**src/rtl/hazard_control_unit_pkg.sv**
```systemverilog
// Shared definitions for the pipeline hazard controller: FSM encoding,
// the hardwired-zero register index and the default counter width.
package hazard_control_unit_pkg;

    typedef enum logic {
        ST_RUN      = 1'b0,
        ST_MEM_WAIT = 1'b1
    } state_t;

    localparam logic [4:0] REG_ZERO      = 5'd0;
    localparam int         DEFAULT_CNT_W = 16;

    // A load in EX whose destination feeds the instruction in ID; x0 never creates a dependency.
    function automatic logic is_load_use(input logic       mem_read,
                                         input logic [4:0] ex_rd,
                                         input logic [4:0] id_rs1,
                                         input logic [4:0] id_rs2);
        return mem_read && (ex_rd != REG_ZERO) && ((ex_rd == id_rs1) || (ex_rd == id_rs2));
    endfunction

endpackage

```
**src/rtl/hazard_control_unit_sat_counter.sv**
```systemverilog
// Saturating up-counter used for the hazard performance counters.
module sat_counter #(
    parameter int W = 16
) (
    input  logic         clk,
    input  logic         reset,
    input  logic         inc,
    output logic [W-1:0] count
);

    // NOTE: sequential state is updated with <= so every flop samples pre-edge values.
    always_ff @(posedge clk) begin
        if (reset) begin
            count <= '0;
        end else if (inc && (count != '1)) begin
            count <= count + 1'b1;
        end
    end

endmodule

```
**src/rtl/hazard_control_unit.sv**
```systemverilog
// Pipeline sequencing controller: load-use bubbles, taken-branch flushes and
// memory-wait freezes, plus a sticky wait timeout and performance counters.
module hazard_control_unit
    import hazard_control_unit_pkg::*;
#(
    parameter int CNT_W   = DEFAULT_CNT_W,
    parameter int TIMEOUT = 64
) (
    input  logic             clk,
    input  logic             reset,
    input  logic [4:0]       IF_ID_RS1,
    input  logic [4:0]       IF_ID_RS2,
    input  logic [4:0]       ID_EX_RD,
    input  logic             ID_EX_MemRead,
    input  logic             branch_taken,
    input  logic             mem_req,
    input  logic             mem_ready,
    output logic             PC_Write,
    output logic             IF_ID_Write,
    output logic             ID_EX_Write,
    output logic             EX_MEM_Write,
    output logic             IF_ID_Flush,
    output logic             ID_EX_Flush,
    output logic             mem_timeout,
    output logic [CNT_W-1:0] stall_count,
    output logic [CNT_W-1:0] flush_count,
    output logic [CNT_W-1:0] wait_count
);

    localparam logic [CNT_W-1:0] TIMEOUT_V = CNT_W'(TIMEOUT);

    state_t           r_state;
    state_t           w_state_next;
    logic [CNT_W-1:0] r_timer;
    logic [CNT_W-1:0] w_timer_next;
    logic             r_timeout;
    logic             w_load_use;
    logic             w_stall_inc;
    logic             w_flush_inc;
    logic             w_wait_inc;

    assign w_load_use  = is_load_use(ID_EX_MemRead, ID_EX_RD, IF_ID_RS1, IF_ID_RS2);
    assign mem_timeout = r_timeout;

    // NOTE: every always_comb output gets a default first so no path can infer a latch.
    always_comb begin
        PC_Write     = 1'b1;
        IF_ID_Write  = 1'b1;
        ID_EX_Write  = 1'b1;
        EX_MEM_Write = 1'b1;
        IF_ID_Flush  = 1'b0;
        ID_EX_Flush  = 1'b0;
        w_state_next = ST_RUN;
        w_timer_next = '0;
        w_stall_inc  = 1'b0;
        w_flush_inc  = 1'b0;
        w_wait_inc   = 1'b0;

        if (reset) begin
            {PC_Write, IF_ID_Write, ID_EX_Write, EX_MEM_Write} = 4'b0000;
            IF_ID_Flush = 1'b1;
            ID_EX_Flush = 1'b1;
        end else if (((r_state == ST_MEM_WAIT) || mem_req) && !mem_ready) begin
            // Freeze everything; held branch/load-use inputs are serviced on the ready cycle.
            {PC_Write, IF_ID_Write, ID_EX_Write, EX_MEM_Write} = 4'b0000;
            w_state_next = ST_MEM_WAIT;
            w_wait_inc   = 1'b1;
            if (r_state == ST_RUN) begin
                w_timer_next = CNT_W'(1);
            end else if (r_timer == TIMEOUT_V) begin
                w_timer_next = r_timer;
            end else begin
                w_timer_next = r_timer + 1'b1;
            end
        end else if (branch_taken) begin
            IF_ID_Flush = 1'b1;
            ID_EX_Flush = 1'b1;
            w_flush_inc = 1'b1;
        end else if (w_load_use) begin
            PC_Write    = 1'b0;
            IF_ID_Write = 1'b0;
            ID_EX_Flush = 1'b1;
            w_stall_inc = 1'b1;
        end
    end

    always_ff @(posedge clk) begin
        if (reset) begin
            r_state   <= ST_RUN;
            r_timer   <= '0;
            r_timeout <= 1'b0;
        end else begin
            r_state <= w_state_next;
            r_timer <= w_timer_next;
            if (w_wait_inc && (w_timer_next == TIMEOUT_V)) begin
                r_timeout <= 1'b1;
            end
        end
    end

    sat_counter #(.W(CNT_W)) u_stall_cnt (
        .clk   (clk),
        .reset (reset),
        .inc   (w_stall_inc),
        .count (stall_count)
    );

    sat_counter #(.W(CNT_W)) u_flush_cnt (
        .clk   (clk),
        .reset (reset),
        .inc   (w_flush_inc),
        .count (flush_count)
    );

    sat_counter #(.W(CNT_W)) u_wait_cnt (
        .clk   (clk),
        .reset (reset),
        .inc   (w_wait_inc),
        .count (wait_count)
    );

endmodule

```
**config.mk**
```make
export PLATFORM = sky130hd
export DESIGN_NAME = hazard_control_unit
export DESIGN_NICKNAME = d
export VERILOG_FILES = /design/src/rtl/hazard_control_unit_pkg.sv /design/src/rtl/hazard_control_unit_sat_counter.sv /design/src/rtl/hazard_control_unit.sv
export SDC_FILE = /design/constraint.sdc
export NUM_CORES = 1
export LEC_CHECK = 0
export ABC_AREA = 1
export CAP_MARGIN = 20
export CORE_ASPECT_RATIO = 1.1
export CORE_MARGIN = 3
export CORE_UTILIZATION = 52
export CTS_BUF_LIST = sky130_fd_sc_hd__clkbuf_16
export CTS_CLUSTER_SIZE = 40
export DETAILED_ROUTE_END_ITERATION = 6
export PLACE_DENSITY = 0.8
export SYNTH_ARGS = -nofsm -noshare
export SYNTH_HDL_FRONTEND = slang
export SYNTH_SLANG_ARGS = --single-unit
```
**constraint.sdc**
```tcl
create_clock -name clk -period 1.8 [get_ports clk]
set_input_delay 0.18 -clock clk [delete_from_list [all_inputs] [get_ports clk]]
set_output_delay 0.18 -clock clk [all_outputs]
set_load 0.05 [all_outputs]
```
# [Word level (Yosys, flattened, before mapping)]
# Cells that the tools add are included.
# Widths: inputs -> output; s select.
[word_totals] output_inout_bits=55 regBits=66 input_bits=21
[classes] add_sub_neg=4 n_mux=23 eq_ne=7 reduce_logical=11
[op_table] operator="$add 16x1->16 const B" n=4
[op_table] operator="$mux 16" n=4
[op_table] operator="$ne 16x16->1 const B" n=3
[op_table] operator="$eq 16x7->1 const B" n=2
[op_table] operator="$mux 1" n=19
[op_table] operator="$eq 5x5->1" n=2
[op_table] operator="$logic_and 1x1->1" n=7
[op_table] operator="$reduce_bool 5->1" n=1
[op_table] operator="$logic_or 1x1->1" n=2
[op_table] operator="$logic_not 1->1" n=1

# [Depth between registers and ports, before layout]
[depth] depth_word=8 depth_mapped=14 mapped_depth_nobuf=14

# [Hierarchy]
# A second synthesis with hierarchy kept.
[unflattened] cells_unflattened=682 area_unflattened_um2=4160.2
[modules_own_cells] mod="sat_counter" area_each_um2=929.6 instances=3 seq_area_each_um2=320.3 cells_per_inst=149
[modules_own_cells] mod="hazard_control_unit" area_each_um2=1371.3 instances=1 seq_area_each_um2=360.3 cells_per_inst=235

# [Worst setup path before layout]
# OpenSTA, ideal clock, no wires.
[synth_timing] path_kind="register to register" start="register u_stall_cnt.count[0]" end="register u_stall_cnt.count[11]" path_stages_with_launch=12 synth_period_minus_slack_ps=2063 setup_ps=68 slack_ps=-263 arrival_ps=1995 required_time_ps=1732 path_buffers=1 cell_sequence="dfxtp_1 -> ha_1 -> nand2_1 -> nor2_2 -> nand2_2 -> nor2_2 -> nand4_1 -> nand2_1 -> nand3b_1 -> buf_4 -> nand2_1 -> a21oi_2"
[synth_between] elab_chain_cells=2
[synth_rtl] item="start, declared" line="hazard_control_unit_sat_counter.sv:8" source="output logic [W-1:0] count"
[synth_rtl] item="start signal, assigned" line="hazard_control_unit_sat_counter.sv:16" source="count <= count + 1'b1;"
[synth_rtl] item="parallel branches: the longest is 2 deep, another holds $add 16x1->16"
# Parallel ways; which one is timed is not known.
# A chain may end at the register's enable or synchronous reset.

# [Worst setup path in the final report]
[layout_timing] start="input IF_ID_RS1[1]" end="output ID_EX_Flush"
[layout_between] elab_chain_cells=7
[layout_rtl] item="start, declared" line="hazard_control_unit.sv:11" source="input logic [4:0] IF_ID_RS1,"
[layout_rtl] item="$eq 5x5->1" line="hazard_control_unit_pkg.sv:18" source="return mem_read && (ex_rd != REG_ZERO) && ((ex_rd == id_rs1) || (ex_rd == id_rs2));"
[layout_rtl] item="$logic_or 1x1->1" line="hazard_control_unit_pkg.sv:18"
[layout_rtl] item="$logic_and 1x1->1" line="hazard_control_unit_pkg.sv:18"
[layout_rtl] item="$mux 1" line="hazard_control_unit.sv:79" source="end else if (w_load_use) begin"
[layout_rtl] item="$mux 1" line="hazard_control_unit.sv:75" source="end else if (branch_taken) begin"
[layout_rtl] item="$mux 1" line="hazard_control_unit.sv:63" source="end else if (((r_state == ST_MEM_WAIT) || mem_req) && !mem_ready) begin"
[layout_rtl] item="$mux 1" line="hazard_control_unit.sv:59" source="if (reset) begin"
[layout_rtl] item="end, declared" line="hazard_control_unit.sv:23" source="output logic ID_EX_Flush,"
# No other way between the ends.

==> flow_summary.toml <==
[run_status]
status = "finished clean"

[timing]
skew_ns = 0.00742
whs_ns = 0.461
setup_tns_ns = 0
tightest_slew_ns = 0.529
rsz0062_at_grt = "true"
fmax_mhz = 564
max-slew-margin-rel = 0.646
hold_viol = 0
finalSetupViolCount = 0
min_period_over_period = 0.986
drv_slew = 0
period_minus_slack_ns = 1.77

[clocking]
cts_buffer_depth = 2
clk_pin_slew_ns = 0.05
numCtsBuffers = 9
cts-htree-levels = 3
clock_latency_ns = 0.32
cts_root_buffer = "clkbuf_16"
clock-sinks = 66
ctsHoldBuffers = 0
cts_tree = "built"

[grt]
track_usage = 0.248
overflow = 0
grt_start_max_net_pins = 29
grt_pass1_wl_um = 16700
grt_pass1_vias = 3829
grt_antenna_before_repair = 0

[critical_path]
cp.required_ns = 1.62
start_kind = "input pin"
critPathKind = "input pin to output port"
arrival_ns = 1.59
worstPathMaxFanout = 2
r2r_cells = 10
worst_setup_path_end_kind = "output port"
crit_path_max_incr_delay_ns = 0.43
cp_cell_sequence = "clkdlybuf4s50_1 -> or2_0 -> a21oi_2 -> nand3_2 -> a21oi_2 -> nand2_1 -> nand2_1 -> buf_12"
cp_slowest_cell = "clkdlybuf4s50_1"

[cells_and_area]
fin_area_mm2 = 0.00537
final_layout_size_suffix_gt1_frac = 0.184
finalNonFillerCells = 797
nets = 733
fillers = 548
antenna_cells = 0
final_util = 0.762
syn_to_final_growth_pct = 41.4

[yosys]
avgSynthCellArea_um2 = 6.43
yosysUniqueCellTypes = 36
synth_nets = 616
synth_top_area_share = 0.348
synth-edff-count = 0
synth_top_flop_cell = "dfxtp_1"
syn_inst = 590
ys_top_cells_by_area = "dfxtp_1 (35%), nand2_1 (15%), inv_1 (8.1%)"
synth_commonest_cells = "nand2_1 (150), inv_1 (82), nor2_1 (72)"
yosys.area.top_type = "dfxtp_1"
async_flop_share = 0
ys_ff_latch = 66
yosysSeqAreaShare = 0.348
syn_area_mm2 = 0.00379
ys_warn_count = 0
yosysMostFrequentCell = "nand2_1"

[route]
firstDrtPassIters = 5
vias_per_cell = 5.35
highest_layer = "met4"
avgRoutedWirePerCell_um = 13.3
dr_wl_met2_um = 5130
dr_total_vias = 4262
drcViolationCount = 0
drtIter0Drc = 281
drt.antenna.violating_nets = 0
routed-wl-met3_um = 708
routed_wl_um = 10600
wl_met1_um = 4480

[place]
place_area_mm2 = 0.00490
globalplace.congestion = 0.963
portBuffers = 75
dp_hpwl_um = 7530
placedCellCount = 772

[power_and_ir_drop]
power_frac_seq = 0.449
p_sw_mw = 0.776
switching_share = 0.236
power_density_mw_per_mm2 = 613
p_int_mw = 2.51
clkPwrFrac = 0.453
ir_drop_mv = 0.609
pwr-share-comb = 0.098
leakage_nw = 2.40

[die]
dieHeight_um = 95.6
fp.dieW_um = 87.5
num_rows = 32
core_area_mm2 = 0.00705
die_area_mm2 = 0.00836
pin_count = 76
start_util = 0.539

[job]
maxCapViolations = 0

[min_path]
hp-class = "flop to flop"
hold_depth = 2
[repair_timing]
| item | CTS | global route |
|---|---|---|
| buffers inserted | 0 | 8 |
| gates resized for setup | 4 | 45 |
| setup endpoints to repair | 5 | 48 |
| cloned | 0 | 1 |
| pin swaps | 0 | 8 |
[path summary, 6_finish.rpt]
path / start / to / slack (ns)
worst max-delay path: IF_ID_RS1[1] / ID_EX_Flush / 0.03
worst max register to register: u_wait_cnt.count[0]$_SDFFE_PP0P_ / u_wait_cnt.count[15]$_SDFFE_PP0P_ / 0.08
worst min-delay path: mem_timeout$_SDFFE_PP0P_ / mem_timeout$_SDFFE_PP0P_ / 0.46
worst min register to register: mem_timeout$_SDFFE_PP0P_ / mem_timeout$_SDFFE_PP0P_ / 0.46
[cell usage in the layout, fill, tap and decap left out, types with 6 or more instances in the layout]
cell type	count
a21oi_1	38
buf_4	46
clkbuf_16	9
clkdlybuf4s50_1	54
dfxtp_1	46
dfxtp_2	17
dlymetal6s2s_1	10
inv_1	81
inv_2	6
nand2_1	145
nand2_2	7
nand3_1	46
nand3_2	8
nand4_1	9
nor2_1	70
nor2_2	8
nor3_1	16
o21ai_0	17
xnor2_1	7
xor2_1	15
[power groups by stage]
stage | sequential [mW] | combinational (mW) | clock, mW
floorplan | 1.53 | 0.135 | 0
global placement | 1.51 | 0.298 | 0
detailed placement | 1.51 | 0.302 | 0
CTS | 1.48 | 0.305 | 1.50
global route | 1.48 | 0.344 | 1.56
finish | 1.48 | 0.322 | 1.49
[through the flow]
| step | setup WS (ns) | total power, mW |
|---|---|---|
| after detailed placement | -0.168 | 1.81 |
| after global placement | -0.100 | 1.80 |
| final | 0.0257 | 3.29 |
| after global routing | -0.0639 | 3.38 |
| after floorplan | 0.000552 | 1.66 |
| after CTS | 0.000357 | 3.28 |
[critical path: cells and delay by family]
family                 cells  cell delay (ns)
AND/OR/NAND/NOR            4             0.51
AO/OA/AOI/OAI              2             0.32
buffers and inverters      2             0.57
[registers in the layout (all words and copies together) (netlist names)]
signal,flops
u_flush_cnt.count,16
u_wait_cnt.count,16
u_stall_cnt.count,16
r_timer,16
mem_timeout,1
r_state,1
[area by class of cell]
class,instances,area (um2),area share
Multi-Input combinational cell,426,2190,0.407
Sequential cell,66,1350,0.252
Timing Repair Buffer,118,1140,0.212
Inverter,86,327,0.0608
Clock buffer,9,225,0.0420
Tap cell,85,106,0.0198
Clock inverter,7,28.8,0.00536
[kinds of logic after synthesis]
family / synth area share
AND/OR/NAND/NOR: 0.381
flip-flops: 0.348
XOR/XNOR: 0.0508
buffers and inverters: 0.104
adder cells (fa/ha/maj): 0.0165
AO/OA/AOI/OAI: 0.0989
[routing by layer]
layer,vias to the layer above,GRT usage
li1,2128,-
met1,1936,0.313
met2,171,0.410
met3,27,0.0441
met4,0,0.110
met5,-,0
Note: power is estimated with default switching activity, not from simulation.
